**src/rtl/parity_counter_pkg.sv**
```systemverilog
// ---------------------------------------------------------------------------
// parity_counter_pkg
//
// Shared definitions for the parity up/down counter family.
//   mode_t     : step-parity encodings as seen on the 2-bit mode port
//   bounds_t   : lowest/highest legal count for a mode, held at MAX_WIDTH
//                bits so one function serves every counter width
//   get_bounds : returns lo/hi for a given mode and counter width
// ---------------------------------------------------------------------------
package parity_counter_pkg;

  // Widest counter the bounds helper can describe.
  localparam int unsigned MAX_WIDTH = 64;

  typedef enum logic [1:0] {
    MODE_ALL  = 2'b00,
    MODE_EVEN = 2'b01,
    MODE_ODD  = 2'b10,
    MODE_RSVD = 2'b11
  } mode_t;

  typedef struct packed {
    logic [MAX_WIDTH-1:0] lo;
    logic [MAX_WIDTH-1:0] hi;
  } bounds_t;

  // lo is 1 only in odd mode. hi is the all-ones value of the counter width,
  // minus one in even mode so that it stays even. Callers compare against a
  // zero-extended count and truncate lo back down to their own width.
  function automatic bounds_t get_bounds(input mode_t mode, input int unsigned width);
    bounds_t              b;
    logic [MAX_WIDTH-1:0] all_ones;
    if (width >= MAX_WIDTH) begin
      all_ones = '1;
    end else begin
      all_ones = (MAX_WIDTH'(1) << width) - MAX_WIDTH'(1);
    end
    b.lo = (mode == MODE_ODD) ? MAX_WIDTH'(1) : '0;
    b.hi = (mode == MODE_EVEN) ? (all_ones - MAX_WIDTH'(1)) : all_ones;
    return b;
  endfunction

endpackage

```
**src/rtl/parity_updown_counter.sv**
```systemverilog
// ---------------------------------------------------------------------------
// parity_updown_counter
//
// Single-clock up/down counter whose steps can be restricted to even or odd
// values. Supports synchronous load, count enable, wrap-or-saturate at the
// bounds and a one-cycle terminal-count pulse. All outputs are registered.
//
// Parameters
//   WIDTH    counter width in bits (2 .. 64)
//   WRAP     1 = wrap at the bounds, 0 = saturate at the bounds
// Ports
//   clk      rising-edge clock
//   rst      synchronous reset, active low
//   en       count enable
//   dir      1 = count up, 0 = count down
//   mode     00 all values, 01 even only, 10 odd only, 11 behaves as 00
//   load     synchronous load strobe, wins over en
//   load_val value loaded, LSB forced to match even/odd mode
//   count    current count
//   tc       terminal-count pulse on a wrap or on the first blocked step
//   sat      set while parked at a bound in saturate mode, 0 when WRAP=1
// ---------------------------------------------------------------------------
module parity_updown_counter
  import parity_counter_pkg::*;
#(
  parameter int unsigned WIDTH = 8,
  parameter bit          WRAP  = 1'b1
) (
  input  logic             clk,
  input  logic             rst,
  input  logic             en,
  input  logic             dir,
  input  logic [1:0]       mode,
  input  logic             load,
  input  logic [WIDTH-1:0] load_val,
  output logic [WIDTH-1:0] count,
  output logic             tc,
  output logic             sat
);

  mode_t                mode_eff;
  bounds_t              bnd;
  logic [MAX_WIDTH-1:0] count_ext;
  logic                 aligned;
  logic                 at_hi;
  logic                 at_lo;
  logic [WIDTH-1:0]     step;
  logic [WIDTH-1:0]     count_nxt;
  logic                 tc_nxt;
  logic                 sat_nxt;

  // The reserved encoding is folded onto "all values" before anything else
  // looks at the mode.
  assign mode_eff  = (mode == MODE_RSVD) ? MODE_ALL : mode_t'(mode);
  assign bnd       = get_bounds(mode_eff, WIDTH);
  assign count_ext = MAX_WIDTH'(count);
  assign at_hi     = (count_ext == bnd.hi);
  assign at_lo     = (count_ext == bnd.lo);
  assign step      = (mode_eff == MODE_ALL) ? WIDTH'(1) : WIDTH'(2);

  // A count is aligned when its LSB already matches the selected parity.
  // Misaligned counts (left over from a mode change) take a single
  // step of one towards the nearest legal value instead of a full step.
  assign aligned = (mode_eff == MODE_ALL) ||
                   ((mode_eff == MODE_EVEN) && !count[0]) ||
                   ((mode_eff == MODE_ODD)  &&  count[0]);

  // Next-state logic. Load beats enable; with neither, everything holds and
  // tc drops. Any step that really moves the count clears sat, except the
  // inward realign taken in saturate mode, which leaves sat alone.
  always_comb begin
    count_nxt = count;
    tc_nxt    = 1'b0;
    sat_nxt   = sat;

    if (load) begin
      count_nxt = load_val;
      if (mode_eff == MODE_EVEN) begin
        count_nxt[0] = 1'b0;
      end else if (mode_eff == MODE_ODD) begin
        count_nxt[0] = 1'b1;
      end
      sat_nxt = 1'b0;
    end else if (en) begin
      if (aligned) begin
        if (dir ? at_hi : at_lo) begin
          if (WRAP) begin
            count_nxt = dir ? WIDTH'(bnd.lo) : WIDTH'(bnd.hi);
            tc_nxt    = 1'b1;
            sat_nxt   = 1'b0;
          end else begin
            tc_nxt  = !sat;
            sat_nxt = 1'b1;
          end
        end else begin
          count_nxt = dir ? (count + step) : (count - step);
          sat_nxt   = 1'b0;
        end
      end else begin
        if (dir ? (&count) : (count == '0)) begin
          if (WRAP) begin
            count_nxt = dir ? (count + WIDTH'(1)) : (count - WIDTH'(1));
            tc_nxt    = 1'b1;
            sat_nxt   = 1'b0;
          end else begin
            count_nxt = dir ? (count - WIDTH'(1)) : (count + WIDTH'(1));
          end
        end else begin
          count_nxt = dir ? (count + WIDTH'(1)) : (count - WIDTH'(1));
          sat_nxt   = 1'b0;
        end
      end
    end

    if (WRAP) begin
      sat_nxt = 1'b0;
    end
  end

  // Single register stage for every output.
  always_ff @(posedge clk) begin
    if (!rst) begin
      count <= '0;
      tc    <= 1'b0;
      sat   <= 1'b0;
    end else begin
      count <= count_nxt;
      tc    <= tc_nxt;
      sat   <= sat_nxt;
    end
  end

endmodule

```
**config.mk**
```make
export PLATFORM = sky130hd
export DESIGN_NAME = parity_updown_counter
export DESIGN_NICKNAME = d
export VERILOG_FILES = /design/src/rtl/parity_counter_pkg.sv /design/src/rtl/parity_updown_counter.sv
export SDC_FILE = /design/constraint.sdc
export NUM_CORES = 1
export LEC_CHECK = 0
export CORE_AREA = 8 8 58 60
export CTS_CLUSTER_DIAMETER = 60
export DETAILED_ROUTE_END_ITERATION = 16
export DIE_AREA = 0 0 66 68
export PLACE_DENSITY_LB_ADDON = 0.12
export SLEW_MARGIN = 20
export SYNTH_ARGS = -nofsm -noshare
export SYNTH_HDL_FRONTEND = slang
export SYNTH_SLANG_ARGS = --single-unit
```
**constraint.sdc**
```tcl
create_clock -name clk -period 3.1 [get_ports clk]
set_clock_uncertainty 0.05 [all_clocks]
set_input_delay 0.62 -clock clk [delete_from_list [all_inputs] [get_ports clk]]
set_output_delay 0.62 -clock clk [all_outputs]
set_load 0.03 [all_outputs]
```
## Word level (Yosys, flattened, before mapping)

Index checks and enable logic that the tools add are counted.

- Add/sub/neg operators: 4
- Equality and inequality tests: 5
- Multiplexer cells: 18
- Bitwise logic cells: 2
- Reductions and logical operators: 10

Operator list:

| kind | count |
|---|---|
| two-way mux 8 bit | 7 |
| two-way mux 1 bit | 9 |
| adder 8 x 1 -> 8 bit, second input constant | 1 |
| adder 8 x 2 -> 8 bit | 1 |
| == test 8 x 1 -> 1 bit | 1 |
| == test 8 bit | 1 |
| zero test 8 bit | 1 |
| AND reduction 8 bit | 1 |
| subtractor 8 x 1 -> 8 bit, second input constant | 1 |
| subtractor 8 x 2 -> 8 bit | 1 |
| == test 2 bit, second input constant | 2 |
| two-way mux 2 bit | 2 |
| OR reduction 3 bit | 1 |
| == test 2 x 1 -> 1 bit, second input constant | 1 |
| logical AND 1 bit | 2 |
| zero test 2 bit | 1 |
| logical OR 1 bit | 2 |
| NOT 1 bit | 2 |
| nonzero test 2 bit | 1 |
| zero test 1 bit | 1 |

- Register bits: 9
- Input bits: 15
- Output and inout bits: 10
- Logic and storage cells: 41

## Logic depth before layout (Yosys ltp)

Gate-level depths: netlist of the first run.

- Depth after elaboration: 10
- Mapped depth: 11

## Least setup slack after synthesis of the first run

Ideal clock, no wire load.

- Kind: input-to-reg
- Start: input port dir
- End: register count[0]
- Arrival: 2.438 ns
- Required time: 2.924 ns
- Setup slack: 0.486 ns
- Cell stages on the path: 10
- Buffers on the path: 2
- Path through: buf_4 > inv_1 > ha_1 > buf_4 > and4_4 > and3_4 > and4bb_4 > mux2_4 > o21ai_2 > a21oi_2

- Longest elaborated chain between the ends: 5
- Elaborated cells on any way between the ends: 8
- Those cells by class: mux: 8

RTL lines:

| what | RTL line | source |
|---|---|---|
| start: declaration | parity_updown_counter.sv:32 | `input logic dir,` |
| two-way mux 8 bit, or another cell as far along | parity_updown_counter.sv:96 | `count_nxt = dir ? (count + step) : (count - step);` |
| two-way mux 8 bit | parity_updown_counter.sv:86 | `if (dir ? at_hi : at_lo) begin` |
| two-way mux 8 bit (*) | parity_updown_counter.sv:85 | `if (aligned) begin` |
| two-way mux 8 bit (*) | parity_updown_counter.sv:84 | `end else if (en) begin` |
| two-way mux 8 bit (*) | parity_updown_counter.sv:76 | `if (load) begin` |
| end signal: assignment | parity_updown_counter.sv:127 | `count <= count_nxt;` |
| end: declaration | parity_updown_counter.sv:36 | `output logic [WIDTH-1:0] count,` |

Mark *: on every way between the ends. The rest lies on a longest branch, timed or not. The select of a mux whose other input is x is not followed.
A chain may end at the register's enable or synchronous reset.

## Worst setup path after layout of the first run

- Start: input port mode[0]
- End: register count[6]

- Longest elaborated chain between the ends: 10
- Elaborated cells on any way between the ends: 22
- Those cells by class: add/sub: 2; eq/ne: 5; mux: 10; reduce/logical: 5

RTL lines:

| what | RTL line | source |
|---|---|---|
| start: declaration | parity_updown_counter.sv:33 | `input logic [1:0] mode,` |
| == test 2 bit | parity_updown_counter.sv:54 | `assign mode_eff = (mode == MODE_RSVD) ? MODE_ALL : mode_t'(mode);` |
| two-way mux 2 bit (*) | parity_updown_counter.sv:54 |  |
| zero test 2 bit, or another cell as far along | parity_updown_counter.sv:59, parity_updown_counter.sv:64 |  |
| two-way mux 2 bit, or another cell as far along | parity_updown_counter.sv:59 | `assign step = (mode_eff == MODE_ALL) ? WIDTH'(1) : WIDTH'(2);` |
| subtractor 8 x 2 -> 8 bit, or another cell as far along | parity_updown_counter.sv:96 |  |
| two-way mux 8 bit or two-way mux 1 bit (tied branches) | parity_updown_counter.sv:96, parity_updown_counter.sv:86 |  |
| two-way mux 8 bit | parity_updown_counter.sv:86 |  |
| two-way mux 8 bit (*) | parity_updown_counter.sv:85 |  |
| two-way mux 8 bit (*) | parity_updown_counter.sv:84 |  |
| two-way mux 8 bit (*) | parity_updown_counter.sv:76 |  |

Marks and branches as above.

==> results.toml, run 1 <==
[synth]
synth_area_leaders = "dfxtp_1 15%, ha_1 12%, a21oi_1 7.2%, xnor2_1 5.9%, nand2_1 5.1%"
synthTopCellsByCount = "17 x a21oi_1, 16 x nand2_1, 11 x ha_1, 11 x nor2_1, 9 x dfxtp_1"
synth_edf_count = 0
syn_nets = 181
yosys.cell_types.count = 44
yosys_warnings = 0
ys_seq_area_share_pct = 15.2
yosys.area.top_type = "dfxtp_1"
ys_ff_latch = 9
yosysTopAreaCellShare_pct = 15.2
yosysMostFrequentCell = "a21oi_1"
synthFlopType = "dfxtp_1"
synthCells = 153
async_flop_share_pct = 0
syn_area_per_cell_sq_um = 7.73
syn_area_sq_um = 1180

[outcome]
run_status = "complete, no violations"

[power]
p_clk_share_pct = 18.6
vdd_drop_max_uv = 223
sequentialPowerShare_pct = 27.8
power_w = 0.000534
p_sw_w = 0.000224
pwr-share-comb_pct = 53.6
switching_share_pct = 42.0
p_int_w = 0.000309
leakage_nw = 0.602
power_density_nw_per_um2 = 368

[sta]
setup_violations = 0
fmax_mhz = 353
fin_crit_ns = 2.84
relSlewSlack_pct = 59.1
hold_violations = 0
holdWs_ns = 0.522
fin_crit_sh_pct = 91.5
rsz0062_at_grt = "false"
worst_slew_pin_slew_ns = 0.611
slew_violations = 0

[global_routing]
grt_antenna_before_repair = 0
grt_max_degree = 20
grt.total_usage_pct = 15.8
grt-ovfl-total = 0
grt_pass1_wl_um = 5580
grt_pass1_vias = 1184

[critical_path]
cp-end-kind = "flop"
worstRegToRegCells = 8
startpoint = "mode[0]"
worstSetupPathType = "input pin to flop"
crit_fanout = 2
slowest_stage = "clkdlybuf4s50_1"
r2r_slack_ns = 0.92
timing.rr.start = "count[0]$_SDFFE_PN0P_"
cp.required_ns = 3.25
r2r_end = "count[6]$_SDFFE_PN0P_"
critPathLaunchType = "input pin"
cpPeakStageDelay_ns = 0.48
worstPathCellList = "clkdlybuf4s50_1 > inv_1 > ha_1 > ha_1 > fa_1 > a21oi_1 > o21ai_0 > a21oi_1 > xnor2_1 > nand2_1 > a31oi_1"
cp-endpoint = "count[6]$_SDFFE_PN0P_"
cp.arrival_ns = 2.99

[cts]
postCtsHoldBufs = 0
cts_max_level = 1
post_cts_buffers = 0
cts_resized = 0
cts_tree = "done"
root_buffer = "clkbuf_4"
cts.reportedPaths.clkPinSlew_ns = 0.06
cts_buffer_depth = 2
clk_latency_ns = 0.27
cts_made_buffers = 3
clkSinkCount = 9

[die]
dieArea_sq_um = 4490
io_pins = 25
core-area_sq_um = 2570
fp-row-count = 19
die_x_um = 66
die_h_um = 68
initial_core_util_pct = 46.1

[layout]
n_antenna_cell = 0
area_growth_pct = 22.5
multi_input_area_sq_um = 910
nets = 203
drive_above_1_share_pct = 12.6
fillers = 252
ff_latch_area_sq_um = 180

[detailed_routing]
first_pass_iters = 4
wl_per_cell_um = 15.9
vias_per_cell = 5.68
drt-total-wl_um = 3260
drcViolationCount = 0
ant_nets = 0
vias = 1165
drt_iter0_markers = 100

[place]
hpwl_um = 2590
port_buffers = 23
gp_congestion = 0.922

[flow_run]
cap_violations = 0

[worst_hold_path]
hold_path_class = "flop to flop"
## cell families after synthesis
logic type	after synthesis	synth area share, %
multiplexers	2	2.22
AND/OR/NAND/NOR	52	24.3
other	1	0.317
adder cells (fa/ha/maj)	13	15.0
flip-flops	9	15.2
buffers and inverters	18	7.83
XOR/XNOR	11	8.15
AO/OA/AOI/OAI	47	26.9
## worst max-delay path, delay by kind of cell
| family | cells | cell delay, ns |
|---|---|---|
| AO/OA/AOI/OAI | 4 | 0.67 |
| XOR/XNOR | 1 | 0.14 |
| adder cells (fa/ha/maj) | 3 | 0.95 |
| buffers and inverters | 2 | 0.54 |
| AND/OR/NAND/NOR | 1 | 0.07 |
## worst min path at each step
stage	endpoint	from	slack [ns]	cells past startpoint
floorplan	count[4]$_SDFFE_PN0P_	count[4]$_SDFFE_PN0P_	0.58	2
global placement	count[4]$_SDFFE_PN0P_	count[4]$_SDFFE_PN0P_	0.51	2
detailed placement	count[4]$_SDFFE_PN0P_	count[4]$_SDFFE_PN0P_	0.50	2
CTS	count[4]$_SDFFE_PN0P_	count[4]$_SDFFE_PN0P_	0.51	2
global route	count[4]$_SDFFE_PN0P_	count[4]$_SDFFE_PN0P_	0.57	2
finish	count[4]$_SDFFE_PN0P_	count[4]$_SDFFE_PN0P_	0.52	2
## area by class of cell
type	count	share of cell area (%)
Inverter	7	1.81
Sequential cell	9	12.4
Tap cell	31	2.68
Timing Repair Buffer	28	18.5
Multi-Input combinational cell	126	62.8
Clock buffer	4	1.81
## power by group through the flow
stage                     clock network [W]  registers (W)  logic, W
after floorplan                           0       0.000163  0.000194
after global placement                    0       0.000150  0.000280
after detailed placement                  0       0.000151  0.000285
after CTS                         0.0000986       0.000148  0.000286
after global routing               0.000104       0.000151  0.000318
final                             0.0000990       0.000148  0.000286
## placed cells by master, fill, tap and decap left out, drive strengths merged, types with 4 or more instances in the layout
| master | Yosys | routed |
|---|---|---|
| o21ai | 5 | 5 |
| ha | 11 | 11 |
| xnor2 | 8 | 8 |
| a31oi | 6 | 6 |
| nand2b | 6 | 6 |
| a221oi | 4 | 4 |
| nand2 | 16 | 16 |
| a21oi | 19 | 19 |
| clkbuf | 4 | 4 |
| inv | 7 | 7 |
| nand3 | 4 | 4 |
| nor2 | 12 | 12 |
| clkdlybuf4s50 | 0 | 23 |
| buf | 7 | 5 |
| and3 | 4 | 4 |
| dfxtp | 9 | 9 |
| nor3 | 4 | 4 |
## state kept, by name (all words and copies together) (netlist names)
name	cells
count	8
tc	1
## stage by stage
stage | setup TNS, ns | setup WS, ns | util [%] | area [sq um] | std cells
after floorplan | 0 | 0.486 | - | 1180 | 153
after global placement | 0 | 0.0489 | 55.4 | 1420 | 201
after detailed placement | -0.00100 | -0.00100 | 55.4 | 1420 | 201
after CTS | 0 | 0.269 | 56.4 | 1450 | 205
after global routing | 0 | 0.104 | 56.4 | 1450 | 205
final | 0 | 0.263 | 56.4 | 1450 | 205
## per-layer routing
metal | global-route usage [%] | routed length, um | share of wire (%)
met3 | 2.78 | 227 | 7.0
met2 | 27.2 | 1520 | 47
met5 | 0 | 0 | 0
met1 | 18.9 | 1440 | 44
met4 | 6.93 | 63 | 1.9
No activity file was read; power rests on OpenSTA's default activity.
==> run 2, diff against run 1 <==
--- a/config.mk
+++ b/config.mk
@@ -9,6 +9,7 @@
 export CTS_CLUSTER_DIAMETER = 60
 export DETAILED_ROUTE_END_ITERATION = 16
 export DIE_AREA = 0 0 66 68
+export GPL_TIMING_DRIVEN = 0
 export PLACE_DENSITY_LB_ADDON = 0.12
 export SLEW_MARGIN = 20
 export SYNTH_ARGS = -nofsm -noshare
==> run 2 against run 1 <==
Die area unchanged. Largest cell class unchanged. Wire length fell by 4.7%. First-iteration DRC count down 1.0%. Sequential power about the same. Count of clock-buffer cells in the layout stayed put. Non-clock buffer count up 3. Clock power down 10%.
==> results.toml, run 2 (synthesized netlist as in run 1, its figures left out) <==
[outcome]
run_status = "complete, no violations"

[die]
initial_core_util_pct = 46.1
core-area_sq_um = 2570
dieArea_sq_um = 4490
die_h_um = 68
fp-row-count = 19
die_x_um = 66
io_pins = 25

[global_routing]
grt.total_usage_pct = 14.1
grt_pass1_wl_um = 5010
grt_max_degree = 11
grt_antenna_before_repair = 0
grt-ovfl-total = 0
grt_pass1_vias = 1068

[critical_path]
critPathTopFamily = "adder cells"
cp-end-kind = "flop"
cp_num_buf_inv = 3
worstPathCellList = "clkdlybuf4s50_1 > inv_1 > ha_1 > clkbuf_1 > ha_1 > fa_1 > a21oi_1 > o21bai_1 > xor2_1 > a221oi_2 > o31ai_1"
startpoint = "mode[0]"
slowest_stage = "clkdlybuf4s50_1"
cp.required_ns = 3.19
critPathMostFrequentCell = "ha_1"
cp.arrival_ns = 3.12
cpPeakStageDelay_ns = 0.50
critPathLaunchType = "input pin"
crit_fanout = 2
timing.rr.start = "count[5]$_SDFFE_PN0P_"
worstSetupPathType = "input pin to flop"

[detailed_routing]
drt_iter0_markers = 99
drt-total-wl_um = 3100
vias = 1147
vias_per_cell = 5.51
wl_per_cell_um = 14.9
drcViolationCount = 0
first_pass_iters = 4
ant_nets = 0

[place]
placed_area_sq_um = 1420
hpwl_um = 2490
gp_congestion = 0.810
port_buffers = 20
post-place-ws_ns = -0.155

[layout]
area_growth_pct = 22.4
fin_area_sq_um = 1450
n_antenna_cell = 0
largest_reg_flops = 8
layout_common_cells = "20 x clkdlybuf4s50_1, 17 x a21oi_1, 16 x nand2_1"
nets = 206
max_flop_register = "count"
drive_above_1_share_pct = 13.6
layout_commonest_cell = "clkdlybuf4s50_1"
fin_util_pct = 56.4
reg_top3 = "count x8, tc x1"

[worst_hold_path]
hold_path_class = "flop to flop"
min-delay-start = "count[4]$_SDFFE_PN0P_"

[sta]
setup_violations = 0
holdWs_ns = 0.483
hold_violations = 0
setup_ws_ns = 0.0704
fmax_mhz = 330
final.setup.tns_ns = 0
rsz0062_at_grt = "false"
slew_violations = 0
fin_crit_sh_pct = 97.7
fin_crit_ns = 3.03

[cts]
cts_max_level = 1
cts_buffer_depth = 2
cts_resized = 0
clkSinkCount = 9
cts.reportedPaths.clkPinSlew_ns = 0.06
cts_tree = "done"
root_buffer = "clkbuf_4"
cts_made_buffers = 3
postCtsHoldBufs = 0
post_cts_buffers = 0
clk_latency_ns = 0.25

[power]
power_density_nw_per_um2 = 361
leakage_nw = 0.606
vdd_drop_max_uv = 218

[flow_run]
cap_violations = 0
## run 2: changes by cell type in the layout (fill, tap and decap cells not counted), sizes merged
cell | previous run | this run
buf | 5 | 7
clkbuf | 4 | 8
clkdlybuf4s50 | 23 | 20
## run 2: final cells by class
cell class                 instances  area, sq um
tap                               31         38.8
buffer                            11         66.3
inverter                           7         26.3
timing repair buffer              20          200
multi-input combinational        126          910
clock buffer                       4         26.3
fill                             239         1120
sequential                         9          180
## run 2: power breakdown
part           internal (W)  switching (W)  total (W)
clock             0.0000495      0.0000396  0.0000891
sequential         0.000126      0.0000188   0.000145
combinational      0.000132       0.000156   0.000288
## run 2: path summary, 6_finish.rpt
kind	to	slack, ns	depth (start not counted)
max	count[4]$_SDFFE_PN0P_	0.07	11
min reg2reg	count[4]$_SDFFE_PN0P_	0.48	2
min	count[4]$_SDFFE_PN0P_	0.48	2
max reg2reg	count[0]$_SDFFE_PN0P_	0.90	8
## run 2: metrics by stage
stage / total power [W] / instances
4_1_cts: 0.000524 / 208
3_3_place_gp: 0.000431 / 204
5_1_grt: 0.000563 / 208
2_1_floorplan: 0.000357 / 153
3_5_place_dp: 0.000433 / 204
6_report: 0.000523 / 208
## run 2: routing by layer
layer | routed length [um] | up-vias | GRT usage (%)
li1 | - | 599 | -
met1 | 1510 | 515 | 17.9
met2 | 1400 | 29 | 23.3
met3 | 162 | 4 | 2.45
met4 | 31 | 0 | 5.60
met5 | 0 | - | 0
## run 2: worst reg2reg max path: stages (launching register included)
cell and delay (ns):
dfxtp_1 0.38, ha_1 0.32, buf_6 0.12, and4_4 0.23, and3_4 0.20, and4bb_4 0.27, mux2_4 0.31, o21ai_2 0.14
a21oi_2 0.07
